**config.mk**
```make
export PLATFORM = sky130hd
export DESIGN_NAME = alu_issue_buf
export DESIGN_NICKNAME = d
export VERILOG_FILES = /design/src/rtl/alu_issue_buf.sv
export SDC_FILE = /design/constraint.sdc
export NUM_CORES = 1
export LEC_CHECK = 0
export BUFFER_PORTS_ARGS = -buffer_cell sky130_fd_sc_hd__buf_2
export CORE_ASPECT_RATIO = 0.8
export CORE_MARGIN = 2
export CORE_UTILIZATION = 48
export CTS_CLUSTER_DIAMETER = 40
export DETAILED_ROUTE_END_ITERATION = 10
export PLACE_DENSITY = 0.83
export REMOVE_ABC_BUFFERS = 1
export SLEW_MARGIN = 10
export SYNTH_ARGS = -nofsm -noshare
export SYNTH_HDL_FRONTEND = slang
export SYNTH_SLANG_ARGS = --single-unit
```
**constraint.sdc**
```tcl
create_clock -name clk -period 1.9 [get_ports clk]
set_clock_uncertainty 0.2 [all_clocks]
set_input_delay 0.38 -clock clk [delete_from_list [all_inputs] [get_ports clk]]
set_output_delay 0.38 -clock clk [all_outputs]
set_load 0.03 [all_outputs]
```
**src/rtl/alu_issue_buf.sv**
```systemverilog
// Two-entry skid buffer between decode and the ALU: registered outputs, registered
// in_ready, one-hot aluop check carried with each entry, saturating stall counter.
module alu_issue_buf #(
  parameter int XLEN = 64,
  parameter int OPW  = 2,
  parameter int TAGW = 5,
  parameter int CNTW = 32
) (
  input  logic            clk,
  input  logic            rst_n,
  input  logic            flush,
  input  logic            in_valid,
  output logic            in_ready,
  input  logic [XLEN-1:0] in_src1,
  input  logic [XLEN-1:0] in_src2,
  input  logic [OPW-1:0]  in_aluop,
  input  logic [TAGW-1:0] in_rd,
  output logic            out_valid,
  input  logic            out_ready,
  output logic [XLEN-1:0] out_src1,
  output logic [XLEN-1:0] out_src2,
  output logic [OPW-1:0]  out_aluop,
  output logic [TAGW-1:0] out_rd,
  output logic            out_illegal,
  output logic [CNTW-1:0] stall_cnt
);

  typedef enum logic [1:0] {
    ST_EMPTY = 2'd0,
    ST_ONE   = 2'd1,
    ST_TWO   = 2'd2
  } state_e;

  state_e r_state;
  state_e w_state_nxt;

  logic w_push;
  logic w_pop;
  logic w_load_main_in;
  logic w_load_main_skid;
  logic w_load_skid;
  logic w_in_illegal;

  logic [XLEN-1:0] r_main_src1, r_main_src2, r_skid_src1, r_skid_src2;
  logic [OPW-1:0]  r_main_aluop, r_skid_aluop;
  logic [TAGW-1:0] r_main_rd, r_skid_rd;
  logic            r_main_illegal, r_skid_illegal;
  logic [CNTW-1:0] r_stall_cnt;

  // Both handshake outputs depend only on registered state, so neither
  // in->out nor out_ready->in_ready has a combinational path.
  assign in_ready  = (r_state != ST_TWO);
  assign out_valid = (r_state != ST_EMPTY);
  assign w_push    = in_valid & in_ready;
  assign w_pop     = out_valid & out_ready;

  // The ALU decodes aluop as one-hot (bit0=add, bit1=sltu); anything else is flagged.
  assign w_in_illegal = !$onehot(in_aluop);

  always_ff @(posedge clk or negedge rst_n) begin
    // NOTE: state registers use non-blocking assignments so every flop samples
    // the pre-edge values regardless of the order in which blocks are evaluated.
    if (!rst_n) r_state <= ST_EMPTY;
    else        r_state <= w_state_nxt;
  end

  always_comb begin
    // NOTE: every output of this block gets a default first; a path that leaves
    // one unassigned would infer a latch.
    w_state_nxt      = r_state;
    w_load_main_in   = 1'b0;
    w_load_main_skid = 1'b0;
    w_load_skid      = 1'b0;
    if (flush) begin
      w_state_nxt = ST_EMPTY;
    end else begin
      unique case (r_state)
        ST_EMPTY: begin
          if (w_push) begin
            w_state_nxt    = ST_ONE;
            w_load_main_in = 1'b1;
          end
        end
        ST_ONE: begin
          unique case ({w_push, w_pop})
            2'b11: w_load_main_in = 1'b1;
            2'b10: begin
              w_state_nxt = ST_TWO;
              w_load_skid = 1'b1;
            end
            2'b01: w_state_nxt = ST_EMPTY;
            default: w_state_nxt = ST_ONE;
          endcase
        end
        ST_TWO: begin
          if (w_pop) begin
            w_state_nxt      = ST_ONE;
            w_load_main_skid = 1'b1;
          end
        end
        default: w_state_nxt = ST_EMPTY;
      endcase
    end
  end

  // NOTE: payload registers are only a two-deep store, so they take the async
  // reset like the control; a larger payload RAM would be left unreset.
  always_ff @(posedge clk or negedge rst_n) begin
    if (!rst_n) begin
      r_main_src1    <= '0;
      r_main_src2    <= '0;
      r_main_aluop   <= '0;
      r_main_rd      <= '0;
      r_main_illegal <= 1'b0;
    end else if (w_load_main_in) begin
      r_main_src1    <= in_src1;
      r_main_src2    <= in_src2;
      r_main_aluop   <= in_aluop;
      r_main_rd      <= in_rd;
      r_main_illegal <= w_in_illegal;
    end else if (w_load_main_skid) begin
      r_main_src1    <= r_skid_src1;
      r_main_src2    <= r_skid_src2;
      r_main_aluop   <= r_skid_aluop;
      r_main_rd      <= r_skid_rd;
      r_main_illegal <= r_skid_illegal;
    end
  end

  always_ff @(posedge clk or negedge rst_n) begin
    if (!rst_n) begin
      r_skid_src1    <= '0;
      r_skid_src2    <= '0;
      r_skid_aluop   <= '0;
      r_skid_rd      <= '0;
      r_skid_illegal <= 1'b0;
    end else if (w_load_skid) begin
      r_skid_src1    <= in_src1;
      r_skid_src2    <= in_src2;
      r_skid_aluop   <= in_aluop;
      r_skid_rd      <= in_rd;
      r_skid_illegal <= w_in_illegal;
    end
  end

  // Counts on registered out_valid, so a flush cycle that stalls still counts.
  always_ff @(posedge clk or negedge rst_n) begin
    if (!rst_n) begin
      r_stall_cnt <= '0;
    end else if (out_valid && !out_ready && (r_stall_cnt != {CNTW{1'b1}})) begin
      r_stall_cnt <= r_stall_cnt + CNTW'(1);
    end
  end

  assign out_src1    = r_main_src1;
  assign out_src2    = r_main_src2;
  assign out_aluop   = r_main_aluop;
  assign out_rd      = r_main_rd;
  assign out_illegal = r_main_illegal;
  assign stall_cnt   = r_stall_cnt;

endmodule

```
* Word-level counts from Yosys, hierarchy flattened *
Index checks and enable logic that the tools add are counted.

cells by class
  reductions and logical operators = 8
  bitwise operators = 2
  equal/unequal tests = 11
  mux-type cells = 25
  $add $sub $neg = 2

operators with widths
  operator                                                                number
  64-bit 2-to-1 mux                                                       4
  32-bit by 1-bit adder with 32-bit output (second input constant)        1
  32-bit != test (second input constant)                                  1
  2-bit case mux with 3 select lines                                      2
  1-bit 2-to-1 mux                                                        11
  2-bit 2-to-1 mux                                                        5
  5-bit 2-to-1 mux                                                        2
  3-bit != test (second input constant)                                   3
  2-bit by 1-bit equality test with 1-bit output (second input constant)  3
  2-bit equality test (second input constant)                             3
  2-bit nonzero test                                                      2
  3-bit AND reduction                                                     1
  1-bit by 1-bit adder with 2-bit output                                  1
  1-bit bitwise AND                                                       2
  1-bit logical AND                                                       2
  1-bit logical NOT                                                       2
  2-bit logical NOT                                                       1
  2-bit != test (second input constant)                                   1
  1-bit case mux with 2 select lines                                      1

storage, ports and cells
  logic and storage cells = 60
  register bits = 306
  output and inout bits = 170

* Depth between registers and ports, before layout *
Gate-level depths: netlist of run 1.

  word-level depth = 7
  mapped depth = 7

* Worst setup path before layout of run 1 *
No wires, ideal clock.

  path kind = flip-flop to flip-flop
  start point = register r_stall_cnt[0] (netlist: stall_cnt[0])
  end point = register r_stall_cnt[26] (netlist: stall_cnt[26])
  slack = -0.306 ns
  data required time = 1.566 ns
  setup time = 0.134 ns
  clock period less this slack = 2.206 ns
  stages on the path, launching flop included = 7
  arrival = 1.873 ns
  cell sequence = dfrtp_1 > ha_1 > nand4_2 > or3_4 > nor4_2 > nand3_1 > xnor2_1

between the ends
  word-level cells in the longest chain between the ends = 2
  elaborated cells between the ends (all ways) = 3

ends and longest elaborated chain
  element                                                                           line  RTL
  start, declared                                                                   48    logic [CNTW-1:0] r_stall_cnt;
  start signal, assigned                                                            151   r_stall_cnt <= r_stall_cnt + CNTW'(1);
  branches (longest 2 deep; another with 32-bit by 1-bit adder with 32-bit output)  n/a

Parallel ways; which one is timed is not known.
A chain may end at the register's enable or synchronous reset.

* Worst setup path after layout of run 1 *
  start point = register r_state[0]
  end point = register r_main_src1[19] (netlist: out_src1[19])

between the ends
  word-level cells in the longest chain between the ends = 7
  elaborated cells between the ends (all ways) = 17

ends and longest elaborated chain
  element                                                  line    RTL
  start, declared                                          34      state_e r_state;
  start signal, assigned                                   64      else r_state <= w_state_nxt;
  2-bit != test or 2-bit nonzero test (tied branches)      52, 53
  1-bit bitwise AND (on tied branches)                     54, 55
  2-bit equality test                                      85      unique case ({w_push, w_pop})
  1-bit 2-to-1 mux                                         85
  1-bit case mux with 2 select lines                       77      unique case (r_state)
  1-bit 2-to-1 mux                                         74      if (flush) begin
  64-bit 2-to-1 mux or 2-bit nonzero test (tied branches)  n/a
  end signal, assigned                                     116     r_main_src1 <= in_src1;
  end signal, assigned                                     122     r_main_src1 <= r_skid_src1;
  end, declared                                            44      logic [XLEN-1:0] r_main_src1, r_main_src2, r_skid_src1, r_skid_src2;

Several ways; a longest one is shown, not always the timed one.

==> results of run 1 <==
==> stage by stage <==
stage | TNS, ns | area (um^2) | setup WS (ns)
4_1_cts | -14.34 | 17900 | -0.100
5_1_grt | -39.01 | 19100 | -0.267
3_5_place_dp | -15.62 | 15000 | -0.131
2_1_floorplan | -1265.97 | 12200 | -6.98
3_3_place_gp | -7.58 | 15000 | -0.100
6_report | -18.85 | 19100 | -0.190
==> tightest hold or removal path, delay by kind of cell <==
family	cells	cell delay, ns
buf+inv	1	0.13
simple gates	2	0.20
compound gates	1	0.06
==> Yosys cell counts, drive strengths merged (2+ instances only) <==
master and number:
a21oi 6, a22oi 134, and2 2, and3 4, and4 3, buf 47
clkbuf 14, dfrtp 306, mux2 136, mux2i 2, nand2 284, nand2b 3
nand3 15, nand4 13, nand4b 3, nor2 14, nor3 3, nor3b 3
nor4 4, o21ai 2, or2 2, or3 2, xnor2 21, xor2 8
==> worst paths after layout <==
path                                                to  slack, ns  cells past startpoint
setup / recovery              out_src1[19]$_DFFE_PN0P_      -0.19                     10
hold / removal                  r_state[1]$_DFFE_PN0P_        0.1                      4
setup reg to reg              out_src1[19]$_DFFE_PN0P_      -0.19                     10
hold reg to reg               out_src2[44]$_DFFE_PN0P_       0.27                      2
max in group asynchronous     out_src1[53]$_DFFE_PN0P_       0.65                      3
min in group asynchronous  r_skid_src2[14]$_DFFE_PN0P_       0.16                      2
==> kinds of logic (layout without fill, tap and decap cells) <==
logic type,count (synthesis),after routing,synth area share (%)
and+or+nand+nor,358,358,12.8
adders and majority gates,1,1,0.100
other,0,1,0
AOI/OAI and AO/OA,149,149,8.87
muxes,138,138,12.5
DFF,306,306,61.4
xor gates and xnor gates,29,29,2.04
buffers and inverters,62,651,2.42
==> power groups by stage <==
stage / Clock [mW] / Sequential (mW) / Combinational (mW)
floorplan: 0 / 9.73 / 1.26
global placement: 0 / 8.69 / 3.69
detailed placement: 0 / 8.79 / 3.86
CTS: 6.98 / 8.74 / 4.20
global route: 7.37 / 9.04 / 5.20
finish: 7.02 / 8.95 / 4.93
==> routing by layer <==
| metal | vias up | wire [um] | track usage [%] |
|---|---|---|---|
| li1 | 4798 | - | - |
| met1 | 5693 | 16800 | 35.0 |
| met2 | 745 | 22500 | 47.2 |
| met3 | 193 | 3630 | 6.46 |
| met4 | 0 | 2380 | 13.5 |
| met5 | - | 0 | 0 |
==> state kept, by name, indices dropped and copies added (netlist names), 5 cells and up <==
name,cells
out_rd,5
out_src1,64
out_src2,64
r_skid_rd,5
r_skid_src1,64
r_skid_src2,64
stall_cnt,32
==> repair_timing <==
item / 4_1_cts / 5_1_grt
pin swaps: 18 / 26
setup buffers: 11 / 20
endpoints found under the hold margin: 533 / 0
hold buffers: 137 / 0
gates resized for setup: 37 / 151
endpoints found under the setup margin: 94 / 303
cloned: 1 / 20
==> cells in the final DEF, fill, tap and decap left out, types with 10 or more instances in the layout <==
cell             n
mux2_4          59
buf_12          24
clkbuf_16       51
buf_2          306
buf_6           22
nand2_2         25
nand2_1        253
nand3_1         10
buf_4           73
xnor2_1         17
nand4_1         10
dfrtp_1        304
dlygate4sd3_1  137
mux2_1          71
a22oi_1        134
==> layout make-up <==
class | count | area (um^2)
Antenna cell | 1 | 2.50
Clock buffer | 46 | 1040
Clock inverter | 22 | 175
Fill cell | 1415 | 6360
Inverter | 1 | 3.75
Multi-Input combinational cell | 675 | 5100
Sequential cell | 306 | 7660
Tap cell | 351 | 439
Timing Repair Buffer | 582 | 4660
==> results.json, run 1 <==
{
  "cp.required_ns": 2.08,
  "grt_pass1_wl_mm": 61.5,
  "p_switching_mw": 6.85,
  "ios": 310,
  "worstSetupStartpointType": "register",
  "path_buf_inv": 5,
  "yosysTopAreaCell": "dfrtp_1",
  "initial_utilization_pct": 49.1,
  "dp_hpwl_mm": 22.7,
  "nNetsFinal": 1744,
  "min_period_over_period_pct": 110,
  "finalHoldViolCount": 0,
  "r2r-start": "r_state[0]$_DFFE_PN0P_",
  "synthFlopType": "dfrtp_1",
  "min_from": "in_valid",
  "critPathKind": "reg -> reg",
  "pwr-share-seq_pct": 42.8,
  "cts_tree": "done",
  "via_count": 11429,
  "detail_route.wirelength_mm": 45.3,
  "relSlewSlack_pct": 65.6,
  "route.detailed.drc": 0,
  "via_per_inst": 5.76,
  "clkSlewWorstSetupHoldPaths_ns": 0.07,
  "cp.arrival_ns": 2.27,
  "min_path_type": "in -> reg",
  "cp_top_family": "buffers and inverters",
  "fmax_mhz": 479,
  "period_minus_slack_ns": 2.09,
  "fin_total_pwr_mw": 20.9,
  "fp.dieH_um": 148,
  "io_buffers": 309,
  "finalMaxSlewViolations": 0,
  "grtUsageTotal_pct": 28.3,
  "clkLatencyLatePin_ns": 0.51,
  "dieArea_um2": 27300,
  "grt_max_degree": 58,
  "violations": "setup timing",
  "leakage_nw": 9.78,
  "core-area_um2": 25400,
  "finalNonFillerCells": 1984,
  "startpoint": "r_state[0]$_DFFE_PN0P_",
  "ys_seq_area_share_pct": 61.4,
  "yosys.area.top_type_share_pct": 61.4,
  "synth_edf_count": 0,
  "synth_seq_cells": 306,
  "setup_slack_ns": -0.190,
  "drtIter0Drc": 771,
  "outcome": "finished, violations left",
  "drive_above_1_share_pct": 40.1,
  "wire_per_inst_um": 22.8,
  "maxCapViolations": 0,
  "syn_area_um2": 12500,
  "ant_nets": 0,
  "first_pass_iters": 5,
  "worstPathCellList": "buf_6 -> and2b_2 -> nor3_4 -> buf_6 -> nor2_4 -> buf_12 -> buf_12 -> clkbuf_16 -> nand2_1 -> nand2_1",
  "synthTopCellsByArea": "dfrtp_1 61%, mux2_1 12%, nand2_1 8.5%",
  "max_stage_delay_ns": 0.41,
  "synth_warnings": 0,
  "cts_buffers": 37,
  "clk_root_buffer_cell": "clkbuf_16",
  "clkSinkCount": 306,
  "num_rows": 52,
  "fin_util_pct": 75.0,
  "grt_remaining_overflow": 0,
  "async_flop_share_pct": 100,
  "max_slew.worst_pin.slew_ns": 0.513,
  "peakVddDrop_mv": 0.997,
  "syn_to_final_growth_pct": 52.9,
  "setup_viol": 298,
  "antenna_found_initial": 1,
  "cp_max_fo": 6,
  "switching_share_pct": 32.8,
  "place.gp.congestion": 0.880,
  "die_x_um": 184,
  "hold_ws_ns": 0.0995,
  "crit_path_top_delay_cell": "dfrtp_1",
  "comb_power_share_pct": 23.6,
  "postSynthAreaPerCell_um2": 12.0,
  "p_per_area_nw_per_um2": 1090,
  "synthDistinctLibCells": 51,
  "p_int_mw": 14.0,
  "cts_max_path_buffers": 3,
  "grt_pass1_vias": 11639,
  "endpoint_kind": "register",
  "syn_inst": 1043,
  "numPlacedInstances": 1728,
  "cts_max_level": 2,
  "rsz0062_at_grt": "true",
  "clkPwrFrac_pct": 33.6
}
Note: power is estimated with default switching activity, not from simulation.
==> inputs of run 2 (changes only) <==
BUFFER_PORTS_ARGS = -buffer_cell sky130_fd_sc_hd__buf_4   (was -buffer_cell sky130_fd_sc_hd__buf_2)
PLACE_DENSITY = 0.85   (was 0.83)
==> run 2 against run 1 <==
The flow finishes with violations (DRC, setup timing). Register-to-register slack gained 0.03 ns. Total power up 7.8%. Sequential cell count is the same. Design area up 6.9%. Via count up 0.38%. Global-route usage grew 0.86 points. Non-clock buffer count rose by 2. Highest routed layer unchanged.
==> results.json, run 2 (synthesis gave the netlist of run 1 again) <==
{
  "pwr-share-seq_pct": 40.3,
  "finalNonFillerCells": 1991,
  "grt_pass1_wl_mm": 62.6,
  "min_path_type": "in -> async",
  "ant_nets": 0,
  "fin_total_pwr_mw": 22.5,
  "switching_share_pct": 32.4,
  "min_period_over_period_pct": 108,
  "startpoint": "stall_cnt[0]$_DFFE_PN0P_",
  "worstSetupStartpointType": "register",
  "r2r-start": "stall_cnt[0]$_DFFE_PN0P_",
  "grtUsageTotal_pct": 29.1,
  "cts_max_level": 2,
  "max_slew.worst_pin.slew_ns": 0.479,
  "final_cell_mix": "375 x buf_4, 300 x dfrtp_1, 138 x dlygate4sd3_1",
  "leakage_nw": 9.90,
  "maxCapViolations": 0,
  "antenna_found_initial": 1,
  "violations": "DRC, setup timing",
  "cts_max_path_buffers": 3,
  "peakVddDrop_mv": 0.926,
  "comb_power_share_pct": 23.9,
  "num_rows": 52,
  "p_per_area_nw_per_um2": 1100,
  "p_switching_mw": 7.31,
  "numPlacedInstances": 1730,
  "reg2reg_depth": 6,
  "period_minus_slack_ns": 2.06,
  "drtIter0Drc": 896,
  "cp.arrival_ns": 2.29,
  "drive_above_1_share_pct": 44.7,
  "initial_utilization_pct": 49.1,
  "via_per_inst": 5.76,
  "core-area_um2": 25400,
  "grt_remaining_overflow": 0,
  "endpoint_kind": "register",
  "rsz0062_at_grt": "true",
  "io_buffers": 309,
  "syn_to_final_growth_pct": 63.5,
  "die_x_um": 184,
  "clkSinkCount": 306,
  "ios": 310,
  "wire_per_inst_um": 23.9,
  "route.detailed.drc": 1,
  "via_count": 11473,
  "clkPwrFrac_pct": 35.8,
  "r2r_slack_ns": -0.16,
  "cp.required_ns": 2.13,
  "pre_cts_ws_ns": -0.164,
  "dp_hpwl_mm": 23.3,
  "cp_max_fo": 4,
  "outcome": "finished, violations left",
  "critPathKind": "reg -> reg",
  "finalHoldViolCount": 0,
  "setup_slack_ns": -0.159,
  "grt_max_degree": 64,
  "clk_root_buffer_cell": "clkbuf_16",
  "p_int_mw": 15.2,
  "fmax_mhz": 486,
  "rr_endpoint": "stall_cnt[12]$_DFFE_PN0P_",
  "clkSlewWorstSetupHoldPaths_ns": 0.05,
  "place.gp.congestion": 0.843,
  "first_pass_iters": 8,
  "setup_viol": 126,
  "nNetsFinal": 1749,
  "grt_pass1_vias": 11700,
  "cts_buffers": 40,
  "final_common_cell": "buf_4",
  "relSlewSlack_pct": 67.8,
  "finalMaxSlewViolations": 0,
  "cts_tree": "done",
  "clkLatencyLatePin_ns": 0.53,
  "crit_end": "stall_cnt[12]$_DFFE_PN0P_",
  "fp.dieH_um": 148,
  "detail_route.wirelength_mm": 47.5,
  "dieArea_um2": 27300
}
==> run 2: changes by cell type in the layout (fill, tap and decap cells not counted), moves of 5 or more <==
cell / before / now
buf_2: 306 / 0
buf_4: 73 / 375
nand2_1: 253 / 134
nand2_2: 25 / 91
mux2_4: 59 / 1
mux2_1: 71 / 127
nand2_4: 5 / 58
bufinv_16: 0 / 6
buf_6: 22 / 27
==> run 2: final cells by class <==
class	instances	area, um^2
sequential	306	7660
tap	351	439
inverter	1	3.75
antenna	1	2.50
fill	1213	5030
clock buffer	44	1040
clock inverter	29	368
timing repair buffer	584	5460
multi-input combinational	675	5440
==> run 2: critical path, stage by stage, from the launching register on <==
cell     delay [ns]
dfrtp_1        0.36
ha_2           0.23
nand4_4        0.12
or3_4          0.45
a31o_4         0.29
nor2_4         0.14
xor2_2         0.18
==> run 2: power by group through the flow <==
stage                     registers (mW)  logic [mW]  clock network [mW]
after floorplan                     9.73        1.26                   0
after global placement              8.72        4.12                   0
after detailed placement            8.81        4.28                   0
after CTS                           8.74        4.65                7.99
after global routing                9.16        5.64                8.40
final                               9.08        5.38                8.05
==> run 2: worst min-delay path by stage <==
stage,start,end,slack (ns),cells past startpoint
after floorplan,rst_n,out_aluop[0]$_DFFE_PN0P_,-0.12,0
after global placement,rst_n,r_skid_src1[10]$_DFFE_PN0P_,0.09,1
after global routing,rst_n,r_skid_src1[10]$_DFFE_PN0P_,0.16,2
after detailed placement,rst_n,r_skid_src1[10]$_DFFE_PN0P_,0.09,1
after CTS,rst_n,r_skid_src1[10]$_DFFE_PN0P_,0.13,2
final,rst_n,r_skid_src1[10]$_DFFE_PN0P_,0.14,2
==> run 2: through the flow <==
step           instance area, um^2  util (%)  hold slack [ns]  setup TNS [ns]
4_1_cts                      18900      74.2            0.130          -0.503
6_report                     20400      80.2            0.141           -3.70
5_1_grt                      20400      80.2            0.161          -14.11
3_5_place_dp                 15800      62.2           0.0891           -6.69
3_3_place_gp                 15800      62.2           0.0923           -3.03
2_1_floorplan                12200         -           -0.116        -1265.97
==> run 2: metal layers <==
layer  GRT usage, %  wire (um)
met1           35.7      17700
met2           48.5      23500
met3           7.76       4150
met4           13.5       2170
met5              0          0
==> run 2: what timing repair did <==
| action | CTS | global route |
|---|---|---|
| setup endpoints to repair | 97 | 202 |
| hold buffers | 138 | 0 |
| pin swaps | 8 | 86 |
| endpoints found under the hold margin | 578 | 0 |
| cloned | 2 | 19 |
| gates resized for setup | 27 | 282 |
| setup buffers | 10 | 18 |
